### config.mk
export PLATFORM = sky130hd
export DESIGN_NAME = seg_scan_capture_flat
export DESIGN_NICKNAME = d
export VERILOG_FILES = /design/src/rtl/seg_scan_capture_pkg.sv /design/src/rtl/seg_scan_capture_if.sv /design/src/rtl/seg_hex_decode.sv /design/src/rtl/seg_scan_capture.sv /design/src/flat_wrapper.sv
export SDC_FILE = /design/constraint.sdc
export NUM_CORES = 1
export LEC_CHECK = 0
export BUFFER_PORTS_ARGS = -buffer_cell sky130_fd_sc_hd__buf_2
export CORE_ASPECT_RATIO = 1.4
export CORE_MARGIN = 2
export CORE_UTILIZATION = 55
export CTS_CLUSTER_DIAMETER = 150
export CTS_CLUSTER_SIZE = 8
export DETAILED_ROUTE_END_ITERATION = 8
export GPL_TIMING_DRIVEN = 0
export PLACE_DENSITY_LB_ADDON = 0.05
export SYNTH_ARGS = -nofsm -noshare
export SYNTH_HDL_FRONTEND = slang
export SYNTH_SLANG_ARGS = --single-unit
export TNS_END_PERCENT = 30
### constraint.sdc
create_clock -name clk -period 9.35 [get_ports clk]
set_clock_uncertainty 0.15 [all_clocks]
set_input_delay 1.87 -clock clk [delete_from_list [all_inputs] [get_ports clk]]
set_output_delay 1.87 -clock clk [all_outputs]
set_load 0.01 [all_outputs]
### src/rtl/seg_scan_capture_pkg.sv
// seg_capture_pkg: glyph table, dwell FSM encoding and segment bit indices
// shared by the seg_scan_capture block and its hex decoder.
package seg_capture_pkg;

    // Bit position of the decimal point inside an 8-bit segment pattern.
    localparam int SEG_DP = 7;

    // Active-low glyphs with the decimal point off (bit7 = 1).
    localparam logic [7:0] GLYPH_0 = 8'hC0;
    localparam logic [7:0] GLYPH_1 = 8'hF9;
    localparam logic [7:0] GLYPH_2 = 8'hA4;
    localparam logic [7:0] GLYPH_3 = 8'hB0;
    localparam logic [7:0] GLYPH_4 = 8'h99;
    localparam logic [7:0] GLYPH_5 = 8'h92;
    localparam logic [7:0] GLYPH_6 = 8'h82;
    localparam logic [7:0] GLYPH_7 = 8'hF8;
    localparam logic [7:0] GLYPH_8 = 8'h80;
    localparam logic [7:0] GLYPH_9 = 8'h90;
    localparam logic [7:0] GLYPH_A = 8'h88;
    localparam logic [7:0] GLYPH_B = 8'h83;
    localparam logic [7:0] GLYPH_C = 8'hC6;
    localparam logic [7:0] GLYPH_D = 8'hA1;
    localparam logic [7:0] GLYPH_E = 8'h86;
    localparam logic [7:0] GLYPH_F = 8'h8E;

    // Dwell FSM: waiting for a single active anode, counting a stable
    // sample, or holding after a commit until the sample changes.
    typedef enum logic [1:0] {
        DW_WAIT  = 2'd0,
        DW_COUNT = 2'd1,
        DW_HELD  = 2'd2
    } dwell_state_e;

endpackage

### src/rtl/seg_scan_capture_if.sv
// seg_scan_capture_if: board-side scan lines in, reconstructed display out.
// Protocol: there is no valid/ready handshake. seg/an/clr are sampled on
// every clk edge with no backpressure; the digit outputs hold their last
// committed value, frame_done is a single-cycle pulse, scan_error and
// display_stale are levels. dbg_state exposes the dwell FSM state.
interface seg_scan_capture_if #(
    parameter int SEG_COUNT = 4
);
    logic [7:0]             seg;
    logic [SEG_COUNT-1:0]   an;
    logic                   clr;
    logic [8*SEG_COUNT-1:0] digit_seg;
    logic [4*SEG_COUNT-1:0] digit_hex;
    logic [SEG_COUNT-1:0]   digit_valid;
    logic                   frame_done;
    logic                   scan_error;
    logic                   display_stale;
    logic [1:0]             dbg_state;

    modport master (
        output seg, an, clr,
        input  digit_seg, digit_hex, digit_valid, frame_done, scan_error,
               display_stale, dbg_state
    );

    modport slave (
        input  seg, an, clr,
        output digit_seg, digit_hex, digit_valid, frame_done, scan_error,
               display_stale, dbg_state
    );
endinterface

### src/rtl/seg_hex_decode.sv
// seg_hex_decode: maps an active-low 7-segment pattern to a hex nibble.
// The decimal point is ignored; unknown patterns give valid=0, nibble=0.
module seg_hex_decode
    import seg_capture_pkg::*;
(
    input  logic [7:0] pattern,
    output logic       valid,
    output logic [3:0] nibble
);

    logic [7:0] masked;

    // Force dp off, then look the glyph up in the table.
    always_comb begin
        masked         = pattern;
        masked[SEG_DP] = 1'b1;
        valid          = 1'b1;
        nibble         = 4'h0;
        case (masked)
            GLYPH_0: nibble = 4'h0;
            GLYPH_1: nibble = 4'h1;
            GLYPH_2: nibble = 4'h2;
            GLYPH_3: nibble = 4'h3;
            GLYPH_4: nibble = 4'h4;
            GLYPH_5: nibble = 4'h5;
            GLYPH_6: nibble = 4'h6;
            GLYPH_7: nibble = 4'h7;
            GLYPH_8: nibble = 4'h8;
            GLYPH_9: nibble = 4'h9;
            GLYPH_A: nibble = 4'hA;
            GLYPH_B: nibble = 4'hB;
            GLYPH_C: nibble = 4'hC;
            GLYPH_D: nibble = 4'hD;
            GLYPH_E: nibble = 4'hE;
            GLYPH_F: nibble = 4'hF;
            default: begin
                valid  = 1'b0;
                nibble = 4'h0;
            end
        endcase
    end

endmodule

### src/rtl/seg_scan_capture.sv
// seg_scan_capture: samples a multiplexed seg/an display, commits a digit
// once its sample has been stable for STABLE_CYCLES, decodes it to hex,
// and reports frames, multi-anode faults and a stalled display.
// Optional build macro: SEG_SCAN_CAPTURE_ACTIVE_HIGH_EN treats seg/an as
// active-high at the pins; everything after the input stage is active-low.
module seg_scan_capture
    import seg_capture_pkg::*;
#(
    parameter int SEG_COUNT      = 4,
    parameter int STABLE_CYCLES  = 16,
    parameter int TIMEOUT_CYCLES = 65536
) (
    input  logic clk,
    input  logic rst,
    seg_scan_capture_if.slave bus
);

    localparam int CW = $clog2(STABLE_CYCLES + 1);
    localparam int TW = $clog2(TIMEOUT_CYCLES + 1);
    localparam int IW = (SEG_COUNT > 1) ? $clog2(SEG_COUNT) : 1;

    localparam logic [1:0] S_WAIT  = DW_WAIT;
    localparam logic [1:0] S_COUNT = DW_COUNT;
    localparam logic [1:0] S_HELD  = DW_HELD;

    logic [7:0]             s_seg, p_seg;
    logic [SEG_COUNT-1:0]   s_an, p_an;
    logic [1:0]             state, state_n;
    logic [CW-1:0]          cnt, cnt_n;
    logic                   commit;
    logic [IW-1:0]          idx;
    int unsigned            low_cnt;
    logic                   is_active, is_multi, same;
    logic                   dec_valid;
    logic [3:0]             dec_nibble;
    logic [8*SEG_COUNT-1:0] dig_seg;
    logic [4*SEG_COUNT-1:0] dig_hex;
    logic [SEG_COUNT-1:0]   dig_valid;
    logic [SEG_COUNT-1:0]   seen, seen_set;
    logic                   frame_done_r, scan_error_r;
    logic [TW-1:0]          tcnt;

    // Register the pins once, and keep the previous sample for change detect.
    always_ff @(posedge clk) begin
        if (!rst) begin
            s_seg <= 8'hFF;
            s_an  <= '1;
            p_seg <= 8'hFF;
            p_an  <= '1;
        end else begin
`ifdef SEG_SCAN_CAPTURE_ACTIVE_HIGH_EN
            s_seg <= ~bus.seg;
            s_an  <= ~bus.an;
`else
            s_seg <= bus.seg;
            s_an  <= bus.an;
`endif
            p_seg <= s_seg;
            p_an  <= s_an;
        end
    end

    // Classify the sampled anodes: one low = active digit, several = fault.
    always_comb begin
        low_cnt = 0;
        idx     = '0;
        for (int i = 0; i < SEG_COUNT; i++) begin
            if (!s_an[i]) begin
                low_cnt = low_cnt + 1;
                idx     = IW'(i);
            end
        end
        is_active = (low_cnt == 1);
        is_multi  = (low_cnt > 1);
        same      = (s_seg == p_seg) && (s_an == p_an);
    end

    // Dwell FSM next state: count identical samples, commit once per run.
    always_comb begin
        state_n = state;
        cnt_n   = cnt;
        commit  = 1'b0;
        if (!is_active) begin
            state_n = S_WAIT;
            cnt_n   = '0;
        end else if (state == S_HELD && same) begin
            state_n = S_HELD;
        end else begin
            if (state == S_COUNT && same) begin
                cnt_n = cnt + 1'b1;
            end else begin
                cnt_n = CW'(1);
            end
            if (cnt_n == CW'(STABLE_CYCLES)) begin
                commit  = 1'b1;
                state_n = S_HELD;
            end else begin
                state_n = S_COUNT;
            end
        end
    end

    // Dwell FSM state register; reset discards any partial dwell.
    always_ff @(posedge clk) begin
        if (!rst) begin
            state <= S_WAIT;
            cnt   <= '0;
        end else begin
            state <= state_n;
            cnt   <= cnt_n;
        end
    end

    seg_hex_decode u_dec (
        .pattern (s_seg),
        .valid   (dec_valid),
        .nibble  (dec_nibble)
    );

    // Write the committed pattern and its decode into the active slot.
    always_ff @(posedge clk) begin
        if (!rst) begin
            dig_seg   <= '1;
            dig_hex   <= '0;
            dig_valid <= '0;
        end else if (commit) begin
            dig_seg[8*idx +: 8] <= s_seg;
            dig_hex[4*idx +: 4] <= dec_nibble;
            dig_valid[idx]      <= dec_valid;
        end
    end

    // Seen mask including this cycle's commit.
    always_comb begin
        seen_set = seen;
        if (commit) begin
            seen_set[idx] = 1'b1;
        end
    end

    // Frame tracking: pulse and restart once every digit has committed.
    always_ff @(posedge clk) begin
        if (!rst) begin
            seen         <= '0;
            frame_done_r <= 1'b0;
        end else if (bus.clr) begin
            seen         <= '0;
            frame_done_r <= 1'b0;
        end else if (&seen_set) begin
            seen         <= '0;
            frame_done_r <= 1'b1;
        end else begin
            seen         <= seen_set;
            frame_done_r <= 1'b0;
        end
    end

    // Sticky scan fault; a fault in the same cycle as clr keeps it set.
    always_ff @(posedge clk) begin
        if (!rst) begin
            scan_error_r <= 1'b0;
        end else if (is_multi) begin
            scan_error_r <= 1'b1;
        end else if (bus.clr) begin
            scan_error_r <= 1'b0;
        end
    end

    // Saturating timeout since the last commit.
    always_ff @(posedge clk) begin
        if (!rst) begin
            tcnt <= '0;
        end else if (commit) begin
            tcnt <= '0;
        end else if (tcnt != TW'(TIMEOUT_CYCLES)) begin
            tcnt <= tcnt + 1'b1;
        end
    end

    assign bus.digit_seg     = dig_seg;
    assign bus.digit_hex     = dig_hex;
    assign bus.digit_valid   = dig_valid;
    assign bus.frame_done    = frame_done_r;
    assign bus.scan_error    = scan_error_r;
    assign bus.display_stale = (tcnt == TW'(TIMEOUT_CYCLES));
    assign bus.dbg_state     = state;

endmodule

### src/flat_wrapper.sv
// flat-port wrapper written by rule: the top's interface ports become plain ports
module seg_scan_capture_flat import seg_capture_pkg::*;
#(
    parameter int SEG_COUNT      = 4,
    parameter int STABLE_CYCLES  = 16,
    parameter int TIMEOUT_CYCLES = 65536
)
  (clk, rst, bus_seg, bus_an, bus_clr, bus_digit_seg, bus_digit_hex, bus_digit_valid, bus_frame_done, bus_scan_error, bus_display_stale, bus_dbg_state);
  seg_scan_capture_if #(.SEG_COUNT(SEG_COUNT)) bus_i ();
  input  logic clk;
  input  logic rst;
  input wire logic [$bits(bus_i.seg)-1:0] bus_seg;
  input wire logic [$bits(bus_i.an)-1:0] bus_an;
  input wire logic [$bits(bus_i.clr)-1:0] bus_clr;
  output wire logic [$bits(bus_i.digit_seg)-1:0] bus_digit_seg;
  output wire logic [$bits(bus_i.digit_hex)-1:0] bus_digit_hex;
  output wire logic [$bits(bus_i.digit_valid)-1:0] bus_digit_valid;
  output wire logic [$bits(bus_i.frame_done)-1:0] bus_frame_done;
  output wire logic [$bits(bus_i.scan_error)-1:0] bus_scan_error;
  output wire logic [$bits(bus_i.display_stale)-1:0] bus_display_stale;
  output wire logic [$bits(bus_i.dbg_state)-1:0] bus_dbg_state;
  assign bus_i.seg = bus_seg;
  assign bus_i.an = bus_an;
  assign bus_i.clr = bus_clr;
  assign bus_digit_seg = bus_i.digit_seg;
  assign bus_digit_hex = bus_i.digit_hex;
  assign bus_digit_valid = bus_i.digit_valid;
  assign bus_frame_done = bus_i.frame_done;
  assign bus_scan_error = bus_i.scan_error;
  assign bus_display_stale = bus_i.display_stale;
  assign bus_dbg_state = bus_i.dbg_state;
  seg_scan_capture #(.SEG_COUNT(SEG_COUNT), .STABLE_CYCLES(STABLE_CYCLES), .TIMEOUT_CYCLES(TIMEOUT_CYCLES)) u_core (.clk(clk), .rst(rst), .bus(bus_i));
endmodule
==> run summary <==
setup TNS - 0 ns
die area - 9450 µm²
core area - 8510 µm²
Port Buf Inserts - 70
final hold violations - 0
Crit. Startpoint - u_core.tcnt[0]
minimum clock period - 3.66 ns
Die Height - 114 µm
critical path peak fanout - 5
Layout area overhead - 16.5%
Die Wd - 82.7 µm
pre-CTS setup slack - 5.72 ns
Synth Instances - 557
initial antenna violation count - 0
first drt pass iteration count - 4
GR Util All Layers - 25.1%
Critical Path End Type - output pin
Setup crit start kind - flop
WP data required - 7.33 ns
area leader, netlist - dfxtp_1
TritonCTS clock tree - done
clock slew at reported path FFs - 0.07 ns
Tightest Pin Transition - 0.958 ns
# DRC - 0
clock sink total - 106
Slew Viols, Final - 0
syn_nets - 586
synthesized area per cell - 8.57 µm²
Setup-failing EPs final - 0
share of cells above drive strength 1 - 16.5%
Main synth FF type - dfxtp_1
slowest cell on the critical path - dfxtp_1
top post-synthesis cells by area - dfxtp_1, nand2_1, xor2_1
Tcrit/Tclk final - 39.2%
DRT iter0 DRCs - 224
Seq/Total Area, Yosys - 44.5%
vias in the first global route - 3922
Detail Route Antenna Nets - 0
Worst IR Drop VDD - 0.139 mV
Max H-tree Level - 3
commonest non-fill, non-tap cell in the layout - dfxtp_1
Post-synth EDFFs - 0
# IOs - 72
root buf cell - clkbuf_16
Pwr Density - 166 nW/µm²
cell repeated most along the worst path - inv_1
crit path cell chain - inv_1 > ha_1 > nor4b_1 > nand4_1 > inv_1 > buf_2
Rel. slew slack - 35.6%
Synth Register Bits - 106
Starting Density - 56.1%
fin nets - 667
static leakage - 2.36 nW
min-delay src - u_core.bus.digit_hex[0]
Crit path largest cell delay - 0.36 ns
ANT cells - 0
max-cap viol count - 0
Arr. time, crit path - 1.64 ns
Via density - 5.60
Clock Tree Buf Depth - 2
flop-to-flop setup slack - 5.90 ns
pin count of the biggest net entering global routing - 17
cts repair resizes - 0
number of vias in the routed layout - 4187
Post-CTS Setup Bufs - 0
worst hold path type - flop to flop
total grt overflow - 0
status - complete, no violations
mean routed wirelength per cell - 15.0 µm
commonest cells after routing, fill and taps aside - dfxtp_1, nand2_1, buf_2
Post-Syn Area - 4770 µm²
total CTS buffers - 9
critical path class - flop to output pin
Async S/R FF share, synth - 0%
worst setup margin - 5.69 ns
first-pass GRT wire length - 18300 µm
DP HPWL - 8170 µm
FF-to-FF Start - u_core.s_an[0]
later-pin clock latency in the skew report - 0.35 ns
RSZ-0062 raised after global routing - no
Ys Warns - 0
Peak Freq - 0.273 GHz
RD Place Congestion - 0.851
routed wire length - 11200 µm
Rows - 40
post-synth cell types - 58
hold buffer count at cts - 0
post-synth top area share - 44.5%
==> power breakdown <==
part	switching (W)	total (W)	internal, W
Combinational	0.0000475	0.0000735	0.0000260
Clock	0.000162	0.000386	0.000223
Sequential	0.00000644	0.000465	0.000459
Total	0.000216	0.000924	0.000708
==> critical path, delay by kind of cell, from the launching register on <==
family | cells | cell delay, ns
AND/OR/NAND/NOR | 2 | 0.50
flip-flops | 1 | 0.36
adder cells (fa/ha/maj) | 1 | 0.14
buffers and inverters | 3 | 0.30
==> per-stage QoR <==
stage	hold WS (ns)	std cells	power [W]	util (%)	area, µm²
floorplan	0.317	557	0.000527	-	4770
global placement	0.304	732	0.000546	61.7	5250
detailed placement	0.309	732	0.000548	61.7	5250
CTS	0.319	748	0.000931	65.4	5560
global route	0.353	748	0.000960	65.4	5560
finish	0.323	748	0.000924	65.4	5560
==> layer usage <==
layer	global-route usage, %	vias to the layer above	part of all wire (%)
li1	-	2113	-
met1	31.0	1942	42
met2	41.7	115	50
met3	5.05	17	5.8
met4	11.3	0	2.2
met5	0	-	0
==> cells in the mapped netlist (all sizes together), types with 3 or more instances <==
library cell,count
xnor2,8
nand4,6
o21ai,24
nor2,31
nor4,5
ha,14
nor4b,5
nor3,17
nand2,85
nand3,42
and4,4
nand2b,19
nor2b,3
a31oi,6
dfxtp,106
clkbuf,26
a21o,4
a211oi,6
o32ai,3
xor2,24
a21oi,14
and2,6
inv,19
o211ai,24
buf,13
o311ai,8
and3,7
==> sequential cells by signal, indices dropped and copies added (netlist names) <==
name,flops
u_core.s_seg,8
u_core.bus.digit_hex,16
u_core.p_seg,8
u_core.bus.digit_valid,4
u_core.p_an,4
u_core.bus.digit_seg,32
u_core.bus.frame_done,1
u_core.s_an,4
u_core.tcnt,17
u_core.bus.dbg_state,2
u_core.bus.scan_error,1
u_core.cnt,5
u_core.seen,4
==> layout make-up <==
cell class                 instances  area [µm²]
clock buffer                      13         260
tap                              105         131
inverter                          19        71.3
timing repair buffer              70         350
clock inverter                     3        47.5
multi-input combinational        393        2410
sequential                       106        2120
buffer                            39         166
fill                             747        2950
==> path summary, 6_finish.rpt <==
kind	cells past startpoint	end
max	6	bus_display_stale
min	2	u_core.bus.digit_hex[0]
max reg2reg	10	u_core.bus.digit_valid[1]
min reg2reg	2	u_core.bus.digit_hex[0]
==> cell families after synthesis <==
group	synth area share, %
xor+xnor	5.87
flops	44.5
fa+ha+maj	3.67
compound gates	14.5
buf+inv	4.98
simple gates	26.0
mux	0.472
Note: power is estimated with default switching activity, not from simulation.
